===== src/rtl/muldiv_pkg.sv =====
// Shared definitions for the multiply/divide sequencer: state encoding,
// operation codes and the default iteration count.
package muldiv_pkg;

    localparam int DEFAULT_ITERS = 32;

    localparam logic OP_MULT = 1'b0;
    localparam logic OP_DIV  = 1'b1;

    typedef enum logic [2:0] {
        ST_IDLE,
        ST_LOAD,
        ST_RUN,
        ST_FIX,
        ST_DONE
    } state_t;

endpackage


===== src/rtl/muldiv_iter.sv =====
// One combinational iteration of the magnitude datapath.
// MULT: shift-add step on {hi, lo}, lo holding the remaining multiplier bits.
// DIV : restoring step; {hi, lo} shifts left, hi is the partial remainder,
//       quotient bits enter lo from the right.
module muldiv_iter #(
    parameter int WIDTH = 32
) (
    input  logic             op_div,
    input  logic [WIDTH-1:0] hi,
    input  logic [WIDTH-1:0] lo,
    input  logic [WIDTH-1:0] operand,
    output logic [WIDTH-1:0] hi_nxt,
    output logic [WIDTH-1:0] lo_nxt
);

    logic [WIDTH:0]   sum;
    logic [WIDTH-1:0] sh_lo;
    logic             ge;

    // The shifted remainder is {hi[WIDTH-1], sh_lo}; when its top bit is set it
    // always exceeds the divisor, and the true difference then fits WIDTH bits.
    assign sum   = {1'b0, hi} + (lo[0] ? {1'b0, operand} : '0);
    assign sh_lo = {hi[WIDTH-2:0], lo[WIDTH-1]};
    assign ge    = hi[WIDTH-1] | (sh_lo >= operand);

    // Select the shift-add or restore-subtract result.
    always_comb begin
        hi_nxt = sum[WIDTH:1];
        lo_nxt = {sum[0], lo[WIDTH-1:1]};
        if (op_div) begin
            hi_nxt = ge ? (sh_lo - operand) : sh_lo;
            lo_nxt = {lo[WIDTH-2:0], ge};
        end
    end

endmodule


===== src/rtl/muldiv_sequencer.sv =====
// Iterative signed multiply/divide sequencer producing HI/LO results.
//
//   state   | meaning
//   --------+-------------------------------------------------------------
//   IDLE    | waiting for start; operands captured on start
//   LOAD    | magnitudes loaded into accumulators, counter cleared
//   RUN     | one datapath iteration per cycle, WIDTH cycles
//   FIX     | sign correction, hi_out/lo_out registered (skipped on div/0)
//   DONE    | one-cycle completion pulse with write strobes
//
// Divide-by-zero passes LOAD -> FIX -> DONE without iterating, so its done
// pulse lands two edges after the start edge and results are left untouched.
module muldiv_sequencer
    import muldiv_pkg::*;
#(
    parameter int WIDTH = DEFAULT_ITERS
) (
    input  logic             clk,
    input  logic             reset_in,
    input  logic             start,
    input  logic             op_div,
    input  logic [WIDTH-1:0] a_in,
    input  logic [WIDTH-1:0] b_in,
    output logic             busy,
    output logic             done,
    output logic             div_zero,
    output logic [WIDTH-1:0] hi_out,
    output logic [WIDTH-1:0] lo_out,
    output logic             HI_reg_w,
    output logic             LO_reg_w
);

    localparam int CNT_W = $clog2(WIDTH + 1);
    localparam logic [CNT_W-1:0] LAST_ITER = CNT_W'(WIDTH - 1);

    state_t             state_q, state_d;
    logic [CNT_W-1:0]   cnt_q;
    logic [WIDTH-1:0]   a_q, b_q, hi_acc, lo_acc;
    logic [WIDTH-1:0]   a_mag, b_mag, hi_nxt, lo_nxt;
    logic [WIDTH-1:0]   quo_fix, rem_fix;
    logic [2*WIDTH-1:0] prod_fix;
    logic               op_q, dz_q, div_by_zero, neg_res;

    assign a_mag       = a_q[WIDTH-1] ? -a_q : a_q;
    assign b_mag       = b_q[WIDTH-1] ? -b_q : b_q;
    assign div_by_zero = (op_q == OP_DIV) && (b_q == '0);
    assign neg_res     = a_q[WIDTH-1] ^ b_q[WIDTH-1];
    assign prod_fix    = neg_res ? -{hi_acc, lo_acc} : {hi_acc, lo_acc};
    assign quo_fix     = neg_res ? -lo_acc : lo_acc;
    assign rem_fix     = a_q[WIDTH-1] ? -hi_acc : hi_acc;

    muldiv_iter #(.WIDTH(WIDTH)) u_iter (
        .op_div  (op_q),
        .hi      (hi_acc),
        .lo      (lo_acc),
        .operand (op_q == OP_DIV ? b_mag : a_mag),
        .hi_nxt  (hi_nxt),
        .lo_nxt  (lo_nxt)
    );

    // State register.
    always_ff @(posedge clk) begin
        if (reset_in) state_q <= ST_IDLE;
        else          state_q <= state_d;
    end

    // Next-state and Moore outputs; strobes exist only in DONE.
    always_comb begin
        state_d  = state_q;
        busy     = 1'b1;
        done     = 1'b0;
        div_zero = 1'b0;
        HI_reg_w = 1'b0;
        LO_reg_w = 1'b0;
        case (state_q)
            ST_IDLE: begin
                busy = 1'b0;
                if (start) state_d = ST_LOAD;
            end
            ST_LOAD: state_d = div_by_zero ? ST_FIX : ST_RUN;
            ST_RUN:  if (cnt_q == LAST_ITER) state_d = ST_FIX;
            ST_FIX:  state_d = ST_DONE;
            ST_DONE: begin
                done     = 1'b1;
                div_zero = dz_q;
                HI_reg_w = !dz_q;
                LO_reg_w = !dz_q;
                state_d  = ST_IDLE;
            end
            default: state_d = ST_IDLE;
        endcase
    end

    // Operand capture, iteration datapath, counter and result registers.
    always_ff @(posedge clk) begin
        if (reset_in) begin
            cnt_q  <= '0;
            a_q    <= '0;
            b_q    <= '0;
            op_q   <= OP_MULT;
            dz_q   <= 1'b0;
            hi_acc <= '0;
            lo_acc <= '0;
            hi_out <= '0;
            lo_out <= '0;
        end else begin
            case (state_q)
                ST_IDLE: begin
                    if (start) begin
                        a_q  <= a_in;
                        b_q  <= b_in;
                        op_q <= op_div;
                        dz_q <= 1'b0;
                    end
                end
                ST_LOAD: begin
                    cnt_q  <= '0;
                    dz_q   <= div_by_zero;
                    hi_acc <= '0;
                    lo_acc <= (op_q == OP_DIV) ? a_mag : b_mag;
                end
                ST_RUN: begin
                    cnt_q  <= cnt_q + 1'b1;
                    hi_acc <= hi_nxt;
                    lo_acc <= lo_nxt;
                end
                ST_FIX: begin
                    if (!dz_q) begin
                        if (op_q == OP_DIV) begin
                            hi_out <= rem_fix;
                            lo_out <= quo_fix;
                        end else begin
                            hi_out <= prod_fix[2*WIDTH-1:WIDTH];
                            lo_out <= prod_fix[WIDTH-1:0];
                        end
                    end
                end
                default: ;
            endcase
        end
    end

endmodule


===== config.mk =====
export PLATFORM = sky130hd
export DESIGN_NAME = muldiv_sequencer
export DESIGN_NICKNAME = d
export VERILOG_FILES = /design/src/rtl/muldiv_pkg.sv /design/src/rtl/muldiv_iter.sv /design/src/rtl/muldiv_sequencer.sv
export SDC_FILE = /design/constraint.sdc
export NUM_CORES = 1
export LEC_CHECK = 0
export CAP_MARGIN = 20
export CORE_UTILIZATION = 66
export CTS_CLUSTER_DIAMETER = 120
export DETAILED_ROUTE_END_ITERATION = 8
export DONT_BUFFER_PORTS = 1
export HOLD_SLACK_MARGIN = 0.12
export PLACE_DENSITY = 0.8
export SYNTH_ARGS = -nofsm -noshare
export SYNTH_HDL_FRONTEND = slang
export SYNTH_SLANG_ARGS = --single-unit

===== constraint.sdc =====
create_clock -name clk -period 6.4 [get_ports clk]
set_input_delay 0.32 -clock clk [delete_from_list [all_inputs] [get_ports clk]]
set_output_delay 0.32 -clock clk [all_outputs]
set_load 0.05 [all_outputs]

**Yosys cells after proc, flatten, opt, wreduce, memory -nomap -nowiden**

Index checks and enable logic that the tools add are counted.

- Register bits: 203
- Input port bits: 68
- Output and inout port bits: 69
- Word-level logic and storage cells: 65

- Add/sub/neg operators: 8
- Magnitude comparators: 1
- Eq/ne operators: 7
- Muxes and demuxes: 26
- Bitwise gates (word level): 3
- Reductions and logical operators: 10

Operator list:

| cell | number |
|---|---|
| $mux W32 | 12 |
| $neg A32 Y32 | 4 |
| $pmux W32 S2 | 2 |
| $mux W64 | 1 |
| $neg A64 Y64 | 1 |
| $add A32 B33 Y33 | 1 |
| $ge A32 B32 Y1 | 1 |
| $logic_not A32 Y1 | 1 |
| $sub A32 B32 Y32 | 1 |
| $pmux W3 S4 | 1 |
| $pmux W6 S2 | 1 |
| $reduce_and A2 Y1 | 4 |
| $add A6 B1 Y6 const B | 1 |
| $eq A3 B2 Y1 const B | 2 |
| $eq A6 B5 Y1 const B | 1 |
| $mux W1 | 6 |
| $mux W3 | 2 |
| $ne A2 B2 Y1 const B | 2 |
| $reduce_bool A2 Y1 | 2 |
| $eq A3 B1 Y1 const B | 1 |
| $eq A3 B3 Y1 const B | 1 |
| $logic_not A3 Y1 | 1 |
| $pmux W1 S2 | 1 |
| $logic_and A1 B1 Y1 | 1 |
| 4 further kinds | 4 |

**Logic depth before layout (Yosys ltp)**

Gate-level depths: netlist (run 1).

- Depth after elaboration: 8
- Depth in mapped cells: 21
- Mapped depth without buffers: 20

**Modules after synthesis**

From an unflattened synthesis (run 1), not the netlist that was laid out.

- Cells, all modules: 2090
- Area total of the unflattened synthesis: 15776.4 µm²

Modules (own cells, without submodules):

| module | instances | cells an instance | area each (µm²) | seq. area each (µm²) |
|---|---|---|---|---|
| muldiv_sequencer | 1 | 1442 | 11258.3 | 4063.9 |
| muldiv_iter | 1 | 648 | 4518.1 | 0.0 |

**Worst setup path after synthesis (run 1)**

OpenSTA, ideal clock, no wires.

- Path type: register to register
- Start: register b_q[12]
- End: register hi_acc[26]
- Library setup time: 0.134 ns
- Arrival: 5.448 ns
- Required time: 6.266 ns
- Setup slack: 0.818 ns
- Cell stages (with the launch flop): 18
- Buffers on the path: 2
- Period minus slack after synthesis: 5.582 ns
- Path through: dfxtp_1 or4_4 or3_4 or4_4 or4_4 or2_1 o41ai_2 xor2_1 mux2_2 ha_1 and4_1 nor2b_1 a2111oi_1 nand2_1 buf_2 clkbuf_1 mux2i_1 o221ai_1

- Cells in the longest elaborated chain, start to end: 8
- Elaborated cells between the ends (all ways): 11
- Those cells by class: add/sub: 3; order compare: 1; mux: 6; bitwise: 1

Ends and longest elaborated chain:

| item | line | source |
|---|---|---|
| from (decl) | muldiv_sequencer.sv:38 | `logic [WIDTH-1:0] a_q, b_q, hi_acc, lo_acc;` |
| from (signal assigned) | muldiv_sequencer.sv:111 | `b_q <= b_in;` |
| $neg A32 Y32 | muldiv_sequencer.sv:45 | `assign b_mag = b_q[WIDTH-1] ? -b_q : b_q;` |
| $mux W32 * | muldiv_sequencer.sv:45 |  |
| $mux W32 * | muldiv_sequencer.sv:56 | `.operand (op_q == OP_DIV ? b_mag : a_mag),` |
| $ge A32 B32 Y1 | muldiv_iter.sv:24 | `assign ge = hi[WIDTH-1] \| (sh_lo >= operand);` |
| $or A1 B1 Y1 | muldiv_iter.sv:24 |  |
| $mux W32 | muldiv_iter.sv:31 | `hi_nxt = ge ? (sh_lo - operand) : sh_lo;` |
| $mux W32 * | muldiv_iter.sv:30 | `if (op_div) begin` |
| $pmux W32 S2 * | muldiv_sequencer.sv:107 | `case (state_q)` |
| to (signal assigned) | muldiv_sequencer.sv:124 | `hi_acc <= hi_nxt;` |
| to (decl) | muldiv_sequencer.sv:38 |  |

Mark *: on every way between the ends. The rest lies on a longest branch, timed or not.
A chain may end at the register's enable or synchronous reset.

**Worst setup path after layout (run 1)**

- Start: register a_q[2]
- End: register hi_acc[30]

- Cells in the longest elaborated chain, start to end: 8
- Elaborated cells between the ends (all ways): 11
- Those cells by class: add/sub: 3; order compare: 1; mux: 6; bitwise: 1

Ends and longest elaborated chain:

| item | line | source |
|---|---|---|
| from (decl) | muldiv_sequencer.sv:38 |  |
| from (signal assigned) | muldiv_sequencer.sv:110 | `a_q <= a_in;` |
| $neg A32 Y32 | muldiv_sequencer.sv:44 | `assign a_mag = a_q[WIDTH-1] ? -a_q : a_q;` |
| $mux W32 * | muldiv_sequencer.sv:44 |  |
| $mux W32 * | muldiv_sequencer.sv:56 |  |
| $ge A32 B32 Y1 | muldiv_iter.sv:24 |  |
| $or A1 B1 Y1 | muldiv_iter.sv:24 |  |
| $mux W32 | muldiv_iter.sv:31 |  |
| $mux W32 * | muldiv_iter.sv:30 |  |
| $pmux W32 S2 * | muldiv_sequencer.sv:107 |  |

Marks and branches as above.

==> results of run 1 <==
layout make-up:
class                           instances  area share, %
Antenna cell                            4         0.0595
Clock buffer                           31           3.78
Clock inverter                         10          0.707
Inverter                               35          0.781
Multi-Input combinational cell       1711           63.3
Sequential cell                       203           24.2
Tap cell                              285           2.12
Timing Repair Buffer                   87           5.04
layer usage:
metal	track usage (%)	part of all wire [%]	up-vias
li1	-	-	7455
met1	54.2	39	7427
met3	8.71	11	194
met5	0	0	-
met4	20.0	5.1	0
met2	67.6	44	1041
cell families (layout without fill, tap and decap cells):
kind of cell | after synthesis | after routing
AND/OR/NAND/NOR | 779 | 779
AO/OA/AOI/OAI | 620 | 620
flip-flops | 203 | 203
buffers and inverters | 177 | 163
XOR/XNOR | 166 | 166
multiplexers | 75 | 75
adder cells (fa/ha/maj) | 71 | 71
other | 0 | 4
worst max-delay path, stage by stage (launching register included):
cell                        delay (ns)
sky130_fd_sc_hd__dfxtp_1          0.36
sky130_fd_sc_hd__nor4_1           0.63
sky130_fd_sc_hd__nand3_1          0.26
sky130_fd_sc_hd__o41ai_1          0.46
sky130_fd_sc_hd__xnor2_1          0.24
sky130_fd_sc_hd__o21ai_0          0.78
sky130_fd_sc_hd__nor2_1           0.09
sky130_fd_sc_hd__ha_1             0.29
sky130_fd_sc_hd__a2111oi_0        0.37
sky130_fd_sc_hd__o21ai_0          0.22
sky130_fd_sc_hd__or4b_2           0.27
sky130_fd_sc_hd__nand3_1          0.11
sky130_fd_sc_hd__o31ai_1          0.51
sky130_fd_sc_hd__o21bai_1         0.26
sky130_fd_sc_hd__a2111o_1         0.40
sky130_fd_sc_hd__a31o_2           0.23
sky130_fd_sc_hd__a32o_1           0.24
cells in the final DEF (no fill, tap or decap), types with 11 or more instances in the layout:
cell,instances
sky130_fd_sc_hd__clkbuf_16,23
sky130_fd_sc_hd__dlygate4sd3_1,65
sky130_fd_sc_hd__o31ai_1,28
sky130_fd_sc_hd__or2_2,11
sky130_fd_sc_hd__inv_1,35
sky130_fd_sc_hd__or4_1,11
sky130_fd_sc_hd__or3_1,30
sky130_fd_sc_hd__nand4_1,22
sky130_fd_sc_hd__o21a_1,11
sky130_fd_sc_hd__nor2_1,225
sky130_fd_sc_hd__a21o_1,27
sky130_fd_sc_hd__o41ai_1,13
sky130_fd_sc_hd__and2_1,15
sky130_fd_sc_hd__nor4_1,13
sky130_fd_sc_hd__mux2i_1,64
sky130_fd_sc_hd__o21bai_1,11
sky130_fd_sc_hd__nand3_1,36
sky130_fd_sc_hd__o211ai_1,15
sky130_fd_sc_hd__a21oi_1,199
sky130_fd_sc_hd__o21ai_0,132
sky130_fd_sc_hd__a22o_1,13
sky130_fd_sc_hd__ha_1,69
sky130_fd_sc_hd__nor3_1,38
sky130_fd_sc_hd__nand2_1,310
sky130_fd_sc_hd__buf_4,20
sky130_fd_sc_hd__nand3b_1,12
sky130_fd_sc_hd__xnor2_1,87
sky130_fd_sc_hd__a221oi_1,19
sky130_fd_sc_hd__dfxtp_1,201
sky130_fd_sc_hd__xor2_1,78
sky130_fd_sc_hd__a211oi_1,61
sky130_fd_sc_hd__a31oi_1,12
worst paths after layout:
check,startpoint,endpoint,cells past startpoint
setup / recovery,a_q[2]$_SDFFE_PP0P_,hi_acc[30]$_SDFFE_PP0P_,16
hold / removal,reset_in,hi_acc[21]$_SDFFE_PP0P_,3
setup reg to reg,a_q[2]$_SDFFE_PP0P_,hi_acc[30]$_SDFFE_PP0P_,16
hold reg to reg,b_q[5]$_SDFFE_PP0P_,b_q[5]$_SDFFE_PP0P_,2
sequential cells by signal (all words and copies together), names as in the netlist:
signal / count
cnt_q: 6
op_q: 1
lo_out: 32
b_q: 32
lo_acc: 32
hi_out: 32
dz_q: 1
state_q: 3
hi_acc: 32
a_q: 32
through the flow:
stage	utilization [%]	setup slack [ns]	cell area, sq um	instances
final	74.1	0.572	16800	2366
after global routing	74.1	0.177	16800	2365
after CTS	73.9	0.792	16800	2361
after detailed placement	67.6	0.830	15400	2254
after global placement	67.6	0.912	15400	2254
after floorplan	-	0.818	15300	2091
power by group through the flow:
| stage | clock network (mW) | registers [mW] | logic, mW |
|---|---|---|---|
| final | 1.35 | 1.44 | 1.23 |
| after global routing | 1.40 | 1.45 | 1.32 |
| after CTS | 1.34 | 1.43 | 1.18 |
| after detailed placement | 0 | 1.46 | 1.12 |
| after global placement | 0 | 1.46 | 1.10 |
| after floorplan | 0 | 1.42 | 0.879 |
==> flow_summary.html, run 1 <==
<table>
<tr><th>Metric</th><th>Value</th></tr>
<tr><th colspan="2">STA</th></tr>
<tr><td>Final Slew Violations</td><td>0</td></tr>
<tr><td>Least-Margin Pin Slew</td><td>between 1 and 1.5 ns</td></tr>
<tr><td>Period utilization</td><td>around 91%</td></tr>
<tr><td>Time the final worst path needs with I/O delays and setup</td><td>5.83 ns</td></tr>
<tr><td>Number of failing hold endpoints at the final stage</td><td>0</td></tr>
<tr><td>Highest Clock Rate</td><td>approximately 0.17 GHz</td></tr>
<tr><td>Slew Limit Headroom</td><td>28.2%</td></tr>
<tr><td>Final sum of negative setup slack</td><td>0 ns</td></tr>
<tr><td>Worst Hold Slack</td><td>0.185 ns</td></tr>
<tr><td>Setup violators final</td><td>0</td></tr>
<tr><td>RSZ-0062 raised after global routing</td><td>false</td></tr>
<tr><td>Post-route clock skew</td><td>between 0.015 and 0.02 ns</td></tr>
<tr><th colspan="2">Yosys</th></tr>
<tr><td>Sequential area share after synthesis</td><td>a little over a quarter</td></tr>
<tr><td>Count of mapped cells out of synthesis</td><td>2091</td></tr>
<tr><td>Most area-consuming cells after synthesis</td><td>sky130_fd_sc_hd__dfxtp_1 26%, sky130_fd_sc_hd__nand2_1 7.6%, sky130_fd_sc_hd__a21oi_1 6.5%</td></tr>
<tr><td>Mean Syn Cell Area</td><td>7.34 sq um</td></tr>
<tr><td>Number of flops mapped to enable cells by yosys</td><td>0</td></tr>
<tr><td>Fraction of registers with async set or reset after synthesis</td><td>0%</td></tr>
<tr><td>Yosys reg bits</td><td>203</td></tr>
<tr><td>Number of warnings reported in the yosys synthesis log</td><td>0</td></tr>
<tr><td>Post-synth net total</td><td>2230</td></tr>
<tr><td>Combinational family with the most area after synthesis</td><td>compound AO/OA/AOI/OAI gates</td></tr>
<tr><td>Most common library cells after synthesis</td><td>311 x sky130_fd_sc_hd__nand2_1, 227 x sky130_fd_sc_hd__nor2_1, 203 x sky130_fd_sc_hd__dfxtp_1</td></tr>
<tr><td>Area fraction in compound gates after synthesis</td><td>about a quarter</td></tr>
<tr><td>Post-synthesis cell area</td><td>15300 sq um</td></tr>
<tr><td>Post-synthesis mux area share</td><td>approximately 5.0%</td></tr>
<tr><td>Share of the synthesized area in the top cell type</td><td>26.5%</td></tr>
<tr><td>Count of distinct cell types in the synthesized netlist</td><td>79</td></tr>
<tr><td>Parity-gate share of the synthesized area counting xor and xnor cells</td><td>roughly a tenth</td></tr>
<tr><td>Main synth FF type</td><td>sky130_fd_sc_hd__dfxtp_1</td></tr>
<tr><td>Fraction of the mapped netlist area in adder cells</td><td>5.89%</td></tr>
<tr><td>Fraction of the mapped netlist area in simple logic gates</td><td>a little under a quarter</td></tr>
<tr><td>Largest area contributor in the netlist</td><td>sky130_fd_sc_hd__dfxtp_1</td></tr>
<tr><td>Most common cell in the synthesized netlist</td><td>sky130_fd_sc_hd__nand2_1</td></tr>
<tr><th colspan="2">Floorplanning</th></tr>
<tr><td>DIE AREA</td><td>23900 sq um</td></tr>
<tr><td>X dimension of the die</td><td>roughly 150 um</td></tr>
<tr><td>Vert. Die Dim</td><td>around 150 um</td></tr>
<tr><td>I/O pins</td><td>approximately 140</td></tr>
<tr><td>Core area</td><td>approximately 23000 sq um</td></tr>
<tr><td>Starting density of the core</td><td>roughly two thirds</td></tr>
<tr><td>Core Rows</td><td>55</td></tr>
<tr><th colspan="2">Power</th></tr>
<tr><td>Register share of total power</td><td>35.9%</td></tr>
<tr><td>Power share of the clock group</td><td>33.5%</td></tr>
<tr><td>Power density over the cells</td><td>239 nW/um^2</td></tr>
<tr><td>Fraction of power consumed by combinational cells</td><td>30.6%</td></tr>
<tr><td>P_int</td><td>2.55 mW</td></tr>
<tr><td>Peak supply drop</td><td>0.236 mV</td></tr>
<tr><td>Switching part of the total power</td><td>a little under two fifths</td></tr>
<tr><td>Power spent charging and discharging nets</td><td>1.47 mW</td></tr>
<tr><td>Pwr Total</td><td>~4 mW</td></tr>
<tr><td>P_leak</td><td>approximately 6.4 nW</td></tr>
<tr><th colspan="2">Clocking</th></tr>
<tr><td>TritonCTS clock tree</td><td>yes</td></tr>
<tr><td>CTS Buf Count</td><td>23</td></tr>
<tr><td>Source-to-sink clock delay at the later pin of the worst-skew pair</td><td>between 0.5 and 0.6 ns</td></tr>
<tr><td>Number of clock sinks</td><td>just over 200</td></tr>
<tr><td>Reg clk slew, reported paths</td><td>0.07 ns</td></tr>
<tr><td>Number of resized instances in the post-cts repair step</td><td>0</td></tr>
<tr><td>Post-CTS setup buffers</td><td>0</td></tr>
<tr><td>Count of hold buffers inserted by post-cts repair</td><td>between 60 and 70</td></tr>
<tr><td>Max H-tree Level</td><td>1</td></tr>
<tr><td>Clk buf depth</td><td>3</td></tr>
<tr><td>Buffer type at the clock tree root</td><td>sky130_fd_sc_hd__clkbuf_16</td></tr>
<tr><th colspan="2">Detailed routing</th></tr>
<tr><td>Routed length per placed instance</td><td>22.1 um</td></tr>
<tr><td>Via count</td><td>16100</td></tr>
<tr><td>Starting DRT DRC Count</td><td>2017</td></tr>
<tr><td>Via-per-instance ratio</td><td>6.81</td></tr>
<tr><td>Residual antenna-violating net count after detailed routing</td><td>0</td></tr>
<tr><td>Total detailed-routing wirelength</td><td>approximately 52000 um</td></tr>
<tr><td>Number of optimization iterations in the first detailed-route pass</td><td>7</td></tr>
<tr><td>DRC violation count after routing</td><td>0</td></tr>
<tr><th colspan="2">Layout</th></tr>
<tr><td>Nets</td><td>2200</td></tr>
<tr><td>Share of final-layout standard cells stronger than drive strength 1</td><td>5.20%</td></tr>
<tr><td>Relative area change from synthesis to final layout</td><td>9.61%</td></tr>
<tr><td>Area of all sequential standard cells</td><td>between 4000 and 5000 sq um</td></tr>
<tr><td>Fill cells</td><td>1773</td></tr>
<tr><td>Area of the multi-input gates</td><td>10700 sq um</td></tr>
<tr><th colspan="2">Worst setup path</th></tr>
<tr><td>Critical Path Source Type</td><td>register</td></tr>
<tr><td>Worst R2R Setup Slack</td><td>~0.57 ns</td></tr>
<tr><td>WP data arrival</td><td>6.26 ns</td></tr>
<tr><td>Largest driver fanout on the critical path</td><td>5</td></tr>
<tr><td>Startpoint-to-endpoint class of the critical path</td><td>register to register</td></tr>
<tr><td>Critical Path Sink Type</td><td>register</td></tr>
<tr><td>Required arrival time at the worst endpoint</td><td>6.83 ns</td></tr>
<tr><th colspan="2">Global route</th></tr>
<tr><td>Pin count of the biggest net entering global routing</td><td>181</td></tr>
<tr><td>Number of antenna violations at the first check in global routing</td><td>3</td></tr>
<tr><td>Total GRT Usage</td><td>42.2%</td></tr>
<tr><td>GR Overflow Total</td><td>0</td></tr>
<tr><td>Global-route wire length before repair</td><td>79400 um</td></tr>
<tr><td>Number of global-route vias before repair</td><td>approximately 15000</td></tr>
<tr><th colspan="2">Place</th></tr>
<tr><td>Gp weighted congestion</td><td>roughly 1.0</td></tr>
<tr><td>Estimated wirelength of the detail-placed design</td><td>36700 um</td></tr>
<tr><td># port buffers</td><td>0</td></tr>
<tr><th colspan="2">Hold path</th></tr>
<tr><td>Class of the tightest hold or removal check</td><td>primary input to register</td></tr>
<tr><th colspan="2">Outcome</th></tr>
<tr><td>Status</td><td>finished, final reports clean</td></tr>
<tr><th colspan="2">Flow run</th></tr>
<tr><td>Max Cap Viol</td><td>0</td></tr>
</table>
No activity file was read; power rests on OpenSTA's default activity.
==> inputs of run 2 (changes only) <==
==> constraint.sdc (replaced) <==
create_clock -name clk -period 6.4 [get_ports clk]
set_input_delay 0.96 -clock clk [delete_from_list [all_inputs] [get_ports clk]]
set_output_delay 0.96 -clock clk [all_outputs]
set_load 0.05 [all_outputs]
==> flow_summary.html, run 2 (synthesis results as in run 1) <==
<table>
<tr><th>Metric</th><th>Value</th></tr>
<tr><th colspan="2">Outcome</th></tr>
<tr><td>Status</td><td>finished, final reports clean (unchanged)</td></tr>
<tr><th colspan="2">Flow run</th></tr>
<tr><td>Max Cap Viol</td><td>0 (unchanged)</td></tr>
<tr><th colspan="2">Clocking</th></tr>
<tr><td>Reg clk slew, reported paths</td><td>0.06 ns (was 0.07 ns)</td></tr>
<tr><td>Source-to-sink clock delay at the later pin of the worst-skew pair</td><td>0.53 ns (about the same)</td></tr>
<tr><td>Clk buf depth</td><td>3 (unchanged)</td></tr>
<tr><td>CTS Buf Count</td><td>23 (unchanged)</td></tr>
<tr><td>Post-CTS setup buffers</td><td>0 (unchanged)</td></tr>
<tr><td>Max H-tree Level</td><td>1 (unchanged)</td></tr>
<tr><td>Number of clock sinks</td><td>203 (unchanged)</td></tr>
<tr><td>Number of resized instances in the post-cts repair step</td><td>0 (unchanged)</td></tr>
<tr><td>Count of hold buffers inserted by post-cts repair</td><td>0 (was 66)</td></tr>
<tr><td>Buffer type at the clock tree root</td><td>sky130_fd_sc_hd__clkbuf_16 (unchanged)</td></tr>
<tr><td>TritonCTS clock tree</td><td>yes (unchanged)</td></tr>
<tr><th colspan="2">Floorplanning</th></tr>
<tr><td>I/O pins</td><td>137 (unchanged)</td></tr>
<tr><td>X dimension of the die</td><td>154 um (unchanged)</td></tr>
<tr><td>Core area</td><td>22700 sq um (unchanged)</td></tr>
<tr><td>Vert. Die Dim</td><td>154 um (unchanged)</td></tr>
<tr><td>DIE AREA</td><td>23900 sq um (unchanged)</td></tr>
<tr><td>Core Rows</td><td>55 (unchanged)</td></tr>
<tr><td>Starting density of the core</td><td>67.6% (unchanged)</td></tr>
<tr><th colspan="2">Global route</th></tr>
<tr><td>Global-route wire length before repair</td><td>75100 um (was 79400 um)</td></tr>
<tr><td>Total GRT Usage</td><td>39.7% (was 42.2%)</td></tr>
<tr><td>GR Overflow Total</td><td>0 (unchanged)</td></tr>
<tr><td>Number of global-route vias before repair</td><td>13700 (was 14500)</td></tr>
<tr><td>Number of antenna violations at the first check in global routing</td><td>3 (unchanged)</td></tr>
<tr><td>Pin count of the biggest net entering global routing</td><td>184 (was 181)</td></tr>
<tr><th colspan="2">Worst setup path</th></tr>
<tr><td>Largest driver fanout on the critical path</td><td>32 (was 5)</td></tr>
<tr><td>Critical-path cell list</td><td>or4_4 &gt; or3_4 &gt; or4_4 &gt; or4_4 &gt; or2_1 &gt; o21ai_0 &gt; xor2_1 &gt; nand2_1 &gt; o21ai_0 &gt; ha_1 &gt; and4_1 &gt; nor2b_1 &gt; a2111oi_1 &gt; buf_4 &gt; nand2_1 &gt; buf_4 &gt; mux2i_1 &gt; mux2_2 &gt; a22o_1 (was nor4_1 &gt; nand3_1 &gt; o41ai_1 &gt; xnor2_1 &gt; o21ai_0 &gt; nor2_1 &gt; ha_1 &gt; a2111oi_0 &gt; o21ai_0 &gt; or4b_2 &gt; nand3_1 &gt; o31ai_1 &gt; o21bai_1 &gt; a2111o_1 &gt; a31o_2 &gt; a32o_1)</td></tr>
<tr><td>Most repeated library cell on the critical path</td><td>sky130_fd_sc_hd__or4_4</td></tr>
<tr><td>Startpoint-to-endpoint class of the critical path</td><td>register to register (unchanged)</td></tr>
<tr><td>Crit-path max cell delay</td><td>0.56 ns (was 0.78 ns)</td></tr>
<tr><td>WP data arrival</td><td>6.06 ns (was 6.26 ns)</td></tr>
<tr><td>Critical Path Sink Type</td><td>register (unchanged)</td></tr>
<tr><td>Critical-path top delay cell</td><td>sky130_fd_sc_hd__or4_4 (was sky130_fd_sc_hd__o21ai_0)</td></tr>
<tr><td>Critical Path Source Type</td><td>register (unchanged)</td></tr>
<tr><td>Required arrival time at the worst endpoint</td><td>6.81 ns (was 6.83 ns)</td></tr>
<tr><td>Worst R2R Setup Slack</td><td>0.75 ns (was 0.57 ns)</td></tr>
<tr><th colspan="2">Detailed routing</th></tr>
<tr><td>Number of optimization iterations in the first detailed-route pass</td><td>6 (was 7)</td></tr>
<tr><td>Residual antenna-violating net count after detailed routing</td><td>0 (unchanged)</td></tr>
<tr><td>Routed length per placed instance</td><td>21.2 um (was 22.1 um)</td></tr>
<tr><td>Via count</td><td>15400 (was 16100)</td></tr>
<tr><td>Total detailed-routing wirelength</td><td>48700 um (was 52300 um)</td></tr>
<tr><td>Via-per-instance ratio</td><td>6.72 (was 6.81)</td></tr>
<tr><td>Starting DRT DRC Count</td><td>1775 (was 2017)</td></tr>
<tr><td>DRC violation count after routing</td><td>0 (unchanged)</td></tr>
<tr><th colspan="2">Place</th></tr>
<tr><td>Gp weighted congestion</td><td>1.05 (unchanged)</td></tr>
<tr><td># port buffers</td><td>0 (unchanged)</td></tr>
<tr><td>Placement-stage cell area</td><td>15400 sq um (unchanged)</td></tr>
<tr><td>Estimated wirelength of the detail-placed design</td><td>36700 um (unchanged)</td></tr>
<tr><th colspan="2">Layout</th></tr>
<tr><td>Area of the multi-input gates</td><td>10700 sq um (unchanged)</td></tr>
<tr><td>Area of all sequential standard cells</td><td>4070 sq um (unchanged)</td></tr>
<tr><td>Nets</td><td>2133 (was 2200)</td></tr>
<tr><td>Fill cells</td><td>1941 (was 1773)</td></tr>
<tr><td>Share of final-layout standard cells stronger than drive strength 1</td><td>5.27% (was 5.20%)</td></tr>
<tr><td>Relative area change from synthesis to final layout</td><td>5.05% (was 9.61%)</td></tr>
<tr><td>Final instance area</td><td>16100 sq um (was 16800 sq um)</td></tr>
<tr><td>Core occupancy in the finished layout</td><td>71.0% (was 74.1%)</td></tr>
<tr><td>Most frequent cells in the layout</td><td>310 x sky130_fd_sc_hd__nand2_1, 225 x sky130_fd_sc_hd__nor2_1, 201 x sky130_fd_sc_hd__dfxtp_1 (unchanged)</td></tr>
<tr><td>Most common cell after layout, fill and taps aside</td><td>sky130_fd_sc_hd__nand2_1 (unchanged)</td></tr>
<tr><th colspan="2">Power</th></tr>
<tr><td>Fraction of power consumed by combinational cells</td><td>29.4% (was 30.6%)</td></tr>
<tr><td>Power share of the clock group</td><td>34.0% (was 33.5%)</td></tr>
<tr><td>Power density over the cells</td><td>244 nW/um^2 (was 239 nW/um^2)</td></tr>
<tr><td>Register share of total power</td><td>36.6% (was 35.9%)</td></tr>
<tr><td>Power spent charging and discharging nets</td><td>1.41 mW (was 1.47 mW)</td></tr>
<tr><td>P_int</td><td>2.51 mW (was 2.55 mW)</td></tr>
<tr><td>P_leak</td><td>6.08 nW (was 6.37 nW)</td></tr>
<tr><td>Switching part of the total power</td><td>36.0% (was 36.7%)</td></tr>
<tr><td>Peak supply drop</td><td>0.232 mV (was 0.236 mV)</td></tr>
<tr><th colspan="2">STA</th></tr>
<tr><td>RSZ-0062 raised after global routing</td><td>false (unchanged)</td></tr>
<tr><td>Period utilization</td><td>88.3% (was 91.1%)</td></tr>
<tr><td>Final Slew Violations</td><td>0 (unchanged)</td></tr>
<tr><td>Final sum of negative setup slack</td><td>0 ns (unchanged)</td></tr>
<tr><td>Worst Hold Slack</td><td>0.491 ns (was 0.185 ns)</td></tr>
<tr><td>Slew Limit Headroom</td><td>25.0% (was 28.2%)</td></tr>
<tr><td>Setup violators final</td><td>0 (unchanged)</td></tr>
<tr><td>Least-Margin Pin Slew</td><td>1.12 ns (was 1.07 ns)</td></tr>
<tr><td>Time the final worst path needs with I/O delays and setup</td><td>5.65 ns (was 5.83 ns)</td></tr>
<tr><td>Highest Clock Rate</td><td>0.177 GHz (was 0.172 GHz)</td></tr>
<tr><td>Number of failing hold endpoints at the final stage</td><td>0 (unchanged)</td></tr>
<tr><td>Post-route clock skew</td><td>0.0205 ns (was 0.0195 ns)</td></tr>
<tr><th colspan="2">Hold path</th></tr>
<tr><td>Class of the tightest hold or removal check</td><td>register to register (was primary input to register)</td></tr>
</table>
-- run 2: cell types whose count changed in the layout (fill, tap and decap cells not counted), sizes merged --
cell / previous run / this run
dlygate4sd3: 65 / 0
diode: 4 / 3
buf: 22 / 20
-- run 2: path summary, 6_finish.rpt --
kind,cells past startpoint,start,end
max,19,b_q[12]$_SDFFE_PP0P_,hi_acc[0]$_SDFFE_PP0P_
max reg2reg,19,b_q[12]$_SDFFE_PP0P_,hi_acc[0]$_SDFFE_PP0P_
min,2,a_q[29]$_SDFFE_PP0P_,a_q[29]$_SDFFE_PP0P_
min reg2reg,2,a_q[29]$_SDFFE_PP0P_,a_q[29]$_SDFFE_PP0P_
-- run 2: worst max-delay path: cells and delay by family (launching register included) --
family,cells,cell delay (ns)
fa+ha+maj,1,0.36
compound gates,4,0.94
flops,1,0.36
simple gates,9,2.67
xor+xnor,1,0.22
mux,2,0.45
buf+inv,2,0.51
-- run 2: power groups by stage --
stage	sequential (mW)	combinational (mW)	clock (mW)
after floorplan	1.42	0.879	0
after global placement	1.46	1.10	0
after detailed placement	1.46	1.12	0
after CTS	1.43	1.13	1.34
after global routing	1.45	1.25	1.39
final	1.44	1.15	1.33
-- run 2: cell type report --
type	count	area share [%]
multi-input combinational	1711	66.1
sequential	203	25.2
clock buffer	31	3.94
tap	285	2.21
timing repair buffer	20	0.931
inverter	35	0.815
clock inverter	10	0.737
antenna	3	0.0466
-- run 2: routing by layer --
layer	share of wire [%]	global-route usage, %
met4	3.8	15.7
met5	0	0
met3	10	7.03
met2	44	63.3
met1	42	53.2
-- run 2: per-stage QoR --
step / power (mW) / cells / setup WS [ns]
finish: 3.93 / 2298 / 0.747
global placement: 2.56 / 2254 / 0.912
floorplan: 2.30 / 2091 / 0.818
global route: 4.09 / 2298 / 0.502
CTS: 3.90 / 2295 / 0.792
detailed placement: 2.58 / 2254 / 0.830
==> inputs of run 3 (changes only) <==
Settings changed: RECOVER_POWER set to 25.
==> flow_summary.html, run 3 (synthesis results as in run 1) <==
<table>
<tr><th>Metric</th><th>Value</th></tr>
<tr><th colspan="2">Outcome</th></tr>
<tr><td>Status</td><td>complete, but fails checks (was finished, final reports clean)</td></tr>
<tr><td>Failing checks</td><td>capacitance limit, slew limit</td></tr>
<tr><th colspan="2">Place</th></tr>
<tr><td># port buffers</td><td>0 (unchanged)</td></tr>
<tr><td>Gp weighted congestion</td><td>1.05 (unchanged)</td></tr>
<tr><td>Estimated wirelength of the detail-placed design</td><td>36700 um (unchanged)</td></tr>
<tr><td>Number of cells in the design after placement</td><td>2254 (unchanged)</td></tr>
<tr><td>Post-placement setup slack</td><td>0.830 ns (unchanged)</td></tr>
<tr><th colspan="2">Clocking</th></tr>
<tr><td>Buffer type at the clock tree root</td><td>sky130_fd_sc_hd__clkbuf_16 (unchanged)</td></tr>
<tr><td>Number of clock sinks</td><td>203 (unchanged)</td></tr>
<tr><td>Clk buf depth</td><td>3 (unchanged)</td></tr>
<tr><td>Max H-tree Level</td><td>1 (unchanged)</td></tr>
<tr><td>Reg clk slew, reported paths</td><td>0.06 ns (about the same)</td></tr>
<tr><td>TritonCTS clock tree</td><td>yes (unchanged)</td></tr>
<tr><td>CTS Buf Count</td><td>23 (unchanged)</td></tr>
<tr><td>Post-CTS setup buffers</td><td>0 (unchanged)</td></tr>
<tr><td>Count of hold buffers inserted by post-cts repair</td><td>0 (unchanged)</td></tr>
<tr><td>Number of resized instances in the post-cts repair step</td><td>0 (unchanged)</td></tr>
<tr><td>Source-to-sink clock delay at the later pin of the worst-skew pair</td><td>0.53 ns (about the same)</td></tr>
<tr><th colspan="2">STA</th></tr>
<tr><td>Period utilization</td><td>88.3% (about the same)</td></tr>
<tr><td>Time the final worst path needs with I/O delays and setup</td><td>5.65 ns (about the same)</td></tr>
<tr><td>Final sum of negative setup slack</td><td>0 ns (unchanged)</td></tr>
<tr><td>Slew Limit Headroom</td><td>-109% (was 25.0%)</td></tr>
<tr><td>Post-route clock skew</td><td>0.0189 ns (was 0.0205 ns)</td></tr>
<tr><td>Post-route worst setup slack</td><td>0.748 ns (was 0.747 ns)</td></tr>
<tr><td>Final Slew Violations</td><td>104 (was 0)</td></tr>
<tr><td>Highest Clock Rate</td><td>0.177 GHz (about the same)</td></tr>
<tr><td>Setup violators final</td><td>0 (unchanged)</td></tr>
<tr><td>Number of failing hold endpoints at the final stage</td><td>0 (unchanged)</td></tr>
<tr><td>Least-Margin Pin Slew</td><td>3.14 ns (was 1.12 ns)</td></tr>
<tr><td>RSZ-0062 raised after global routing</td><td>false (unchanged)</td></tr>
<tr><th colspan="2">Floorplanning</th></tr>
<tr><td>Vert. Die Dim</td><td>154 um (unchanged)</td></tr>
<tr><td>Core area</td><td>22700 sq um (unchanged)</td></tr>
<tr><td>I/O pins</td><td>137 (unchanged)</td></tr>
<tr><td>Core Rows</td><td>55 (unchanged)</td></tr>
<tr><td>DIE AREA</td><td>23900 sq um (unchanged)</td></tr>
<tr><td>Starting density of the core</td><td>67.6% (unchanged)</td></tr>
<tr><td>X dimension of the die</td><td>154 um (unchanged)</td></tr>
<tr><th colspan="2">Detailed routing</th></tr>
<tr><td>Residual antenna-violating net count after detailed routing</td><td>0 (unchanged)</td></tr>
<tr><td>DRC violation count after routing</td><td>0 (unchanged)</td></tr>
<tr><td>Starting DRT DRC Count</td><td>1797 (was 1775)</td></tr>
<tr><td>Number of optimization iterations in the first detailed-route pass</td><td>6 (unchanged)</td></tr>
<tr><td>Via count</td><td>15400 (unchanged)</td></tr>
<tr><td>Total detailed-routing wirelength</td><td>48800 um (was 48700 um)</td></tr>
<tr><td>Routed length per placed instance</td><td>21.2 um (about the same)</td></tr>
<tr><td>Via-per-instance ratio</td><td>6.72 (unchanged)</td></tr>
<tr><th colspan="2">Worst setup path</th></tr>
<tr><td>Critical Path Sink Type</td><td>register (unchanged)</td></tr>
<tr><td>Crit-path max cell delay</td><td>0.56 ns (about the same)</td></tr>
<tr><td>Worst R2R Setup Slack</td><td>0.75 ns (about the same)</td></tr>
<tr><td>Startpoint of the worst setup timing path</td><td>b_q[12]$_SDFFE_PP0P_ (unchanged)</td></tr>
<tr><td>Bufs and invs on worst path</td><td>2 (unchanged)</td></tr>
<tr><td>Reg2reg end</td><td>hi_acc[0]$_SDFFE_PP0P_ (unchanged)</td></tr>
<tr><td>Most repeated library cell on the critical path</td><td>sky130_fd_sc_hd__or4_4 (unchanged)</td></tr>
<tr><td>Worst r2r src</td><td>b_q[12]$_SDFFE_PP0P_ (unchanged)</td></tr>
<tr><td>Cell count of the worst reg-to-reg path</td><td>19 (unchanged)</td></tr>
<tr><td>Critical-path cell list</td><td>or4_4 &gt; or3_4 &gt; or4_4 &gt; or4_4 &gt; or2_1 &gt; o21ai_0 &gt; xor2_1 &gt; nand2_1 &gt; o21ai_0 &gt; ha_1 &gt; and4_1 &gt; nor2b_1 &gt; a2111oi_1 &gt; buf_4 &gt; nand2_1 &gt; buf_4 &gt; mux2i_1 &gt; mux2_2 &gt; a22o_1 (unchanged)</td></tr>
<tr><td>Required arrival time at the worst endpoint</td><td>6.81 ns (about the same)</td></tr>
<tr><td>Critical-path top delay cell</td><td>sky130_fd_sc_hd__or4_4 (unchanged)</td></tr>
<tr><td>Largest driver fanout on the critical path</td><td>32 (unchanged)</td></tr>
<tr><td>Critical Path Source Type</td><td>register (unchanged)</td></tr>
<tr><td>Startpoint-to-endpoint class of the critical path</td><td>register to register (unchanged)</td></tr>
<tr><td>Crit path max-delay family</td><td>simple AND/OR/NAND/NOR gates (unchanged)</td></tr>
<tr><td>WP data arrival</td><td>6.06 ns (about the same)</td></tr>
<tr><th colspan="2">Hold path</th></tr>
<tr><td>Cell depth of the worst min-delay path</td><td>2 (unchanged)</td></tr>
<tr><td>Startpoint of the lowest-slack hold path</td><td>a_q[29]$_SDFFE_PP0P_ (unchanged)</td></tr>
<tr><td>Class of the tightest hold or removal check</td><td>register to register (unchanged)</td></tr>
<tr><td>Hold Path End</td><td>a_q[29]$_SDFFE_PP0P_ (unchanged)</td></tr>
<tr><th colspan="2">Global route</th></tr>
<tr><td>Total GRT Usage</td><td>39.7% (unchanged)</td></tr>
<tr><td>Number of global-route vias before repair</td><td>13700 (unchanged)</td></tr>
<tr><td>GR Overflow Total</td><td>0 (unchanged)</td></tr>
<tr><td>Number of antenna violations at the first check in global routing</td><td>3 (unchanged)</td></tr>
<tr><td>Pin count of the biggest net entering global routing</td><td>184 (unchanged)</td></tr>
<tr><td>Global-route wire length before repair</td><td>75100 um (unchanged)</td></tr>
<tr><th colspan="2">Layout</th></tr>
<tr><td>Area of all sequential standard cells</td><td>4070 sq um (unchanged)</td></tr>
<tr><td>Non-Filler Instances</td><td>2298 (unchanged)</td></tr>
<tr><td>Relative area change from synthesis to final layout</td><td>5.00% (was 5.05%)</td></tr>
<tr><td>Area of the multi-input gates</td><td>10600 sq um (was 10700 sq um)</td></tr>
<tr><td>Fill cells</td><td>1942 (was 1941)</td></tr>
<tr><td>Nets</td><td>2133 (unchanged)</td></tr>
<tr><td>Most frequent cells in the layout</td><td>310 x sky130_fd_sc_hd__nand2_1, 226 x sky130_fd_sc_hd__nor2_1, 201 x sky130_fd_sc_hd__dfxtp_1 (was 310 x sky130_fd_sc_hd__nand2_1, 225 x sky130_fd_sc_hd__nor2_1, 201 x sky130_fd_sc_hd__dfxtp_1)</td></tr>
<tr><td>Core occupancy in the finished layout</td><td>70.9% (was 71.0%)</td></tr>
<tr><td>Share of final-layout standard cells stronger than drive strength 1</td><td>5.12% (was 5.27%)</td></tr>
<tr><td>Most common cell after layout, fill and taps aside</td><td>sky130_fd_sc_hd__nand2_1 (unchanged)</td></tr>
<tr><th colspan="2">Flow run</th></tr>
<tr><td>Max Cap Viol</td><td>2 (was 0)</td></tr>
<tr><th colspan="2">Power</th></tr>
<tr><td>P_leak</td><td>6.07 nW (was 6.08 nW)</td></tr>
<tr><td>Power density over the cells</td><td>244 nW/um^2 (about the same)</td></tr>
<tr><td>Peak supply drop</td><td>0.236 mV (was 0.232 mV)</td></tr>
</table>
run 3: cell count changes in the layout (fill, tap and decap cells not counted):
cell,previous run,this run
sky130_fd_sc_hd__clkbuf_1,5,6
sky130_fd_sc_hd__and2_2,1,0
sky130_fd_sc_hd__and2_0,0,2
sky130_fd_sc_hd__buf_4,20,19
sky130_fd_sc_hd__nor2_1,225,226
sky130_fd_sc_hd__and2_1,15,14
sky130_fd_sc_hd__nor2_2,1,0
run 3: worst register-to-register path, delay by kind of cell, from the launching register on:
kind | cells | cell delay [ns]
compound gates | 4 | 0.94
xor+xnor | 1 | 0.22
fa+ha+maj | 1 | 0.36
buf+inv | 2 | 0.51
flops | 1 | 0.36
mux | 2 | 0.48
simple gates | 9 | 2.67
run 3: final cells by class:
class                   instances  area share [%]
diodes                          3          0.0466
clock buffers                  31            3.95
clock inverters                10           0.738
inverters                      35           0.815
multi-input cells            1711            66.1
flip-flops and latches        203            25.3
well taps                     285            2.21
repair buffers                 20           0.909
run 3: where the power goes:
| group | internal [mW] | leakage [nW] | switching (mW) |
|---|---|---|---|
| logic | 0.418 | 4.05 | 0.738 |
| clock network | 0.783 | 0.374 | 0.553 |
| registers | 1.32 | 1.65 | 0.122 |
| total | 2.52 | 6.07 | 1.41 |
run 3: worst max-delay path by stage:
stage / end / depth (start not counted) / slack (ns)
after global routing: hi_acc[0]$_SDFFE_PP0P_ / 19 / 0.50
after floorplan: hi_acc[26]$_SDFFE_PP0P_ / 17 / 0.82
after detailed placement: hi_acc[0]$_SDFFE_PP0P_ / 19 / 0.83
after CTS: hi_acc[0]$_SDFFE_PP0P_ / 19 / 0.79
final: hi_acc[0]$_SDFFE_PP0P_ / 19 / 0.75
after global placement: hi_acc[0]$_SDFFE_PP0P_ / 19 / 0.91
run 3: layer usage:
metal | routed length, um | vias to the layer above | global-route usage (%)
li1 | - | 7319 | -
met1 | 20200 | 7163 | 53.2
met3 | 5130 | 106 | 7.03
met5 | 0 | - | 0
met4 | 1880 | 0 | 15.7
met2 | 21600 | 850 | 63.3
run 3: stage by stage:
stage	hold WS [ns]	total power, mW	cell area (sq um)
floorplan	0.455	2.30	15300
global placement	0.470	2.56	15400
detailed placement	0.478	2.58	15400
CTS	0.486	3.90	16100
global route	0.503	4.09	16100
finish	0.491	3.93	16100
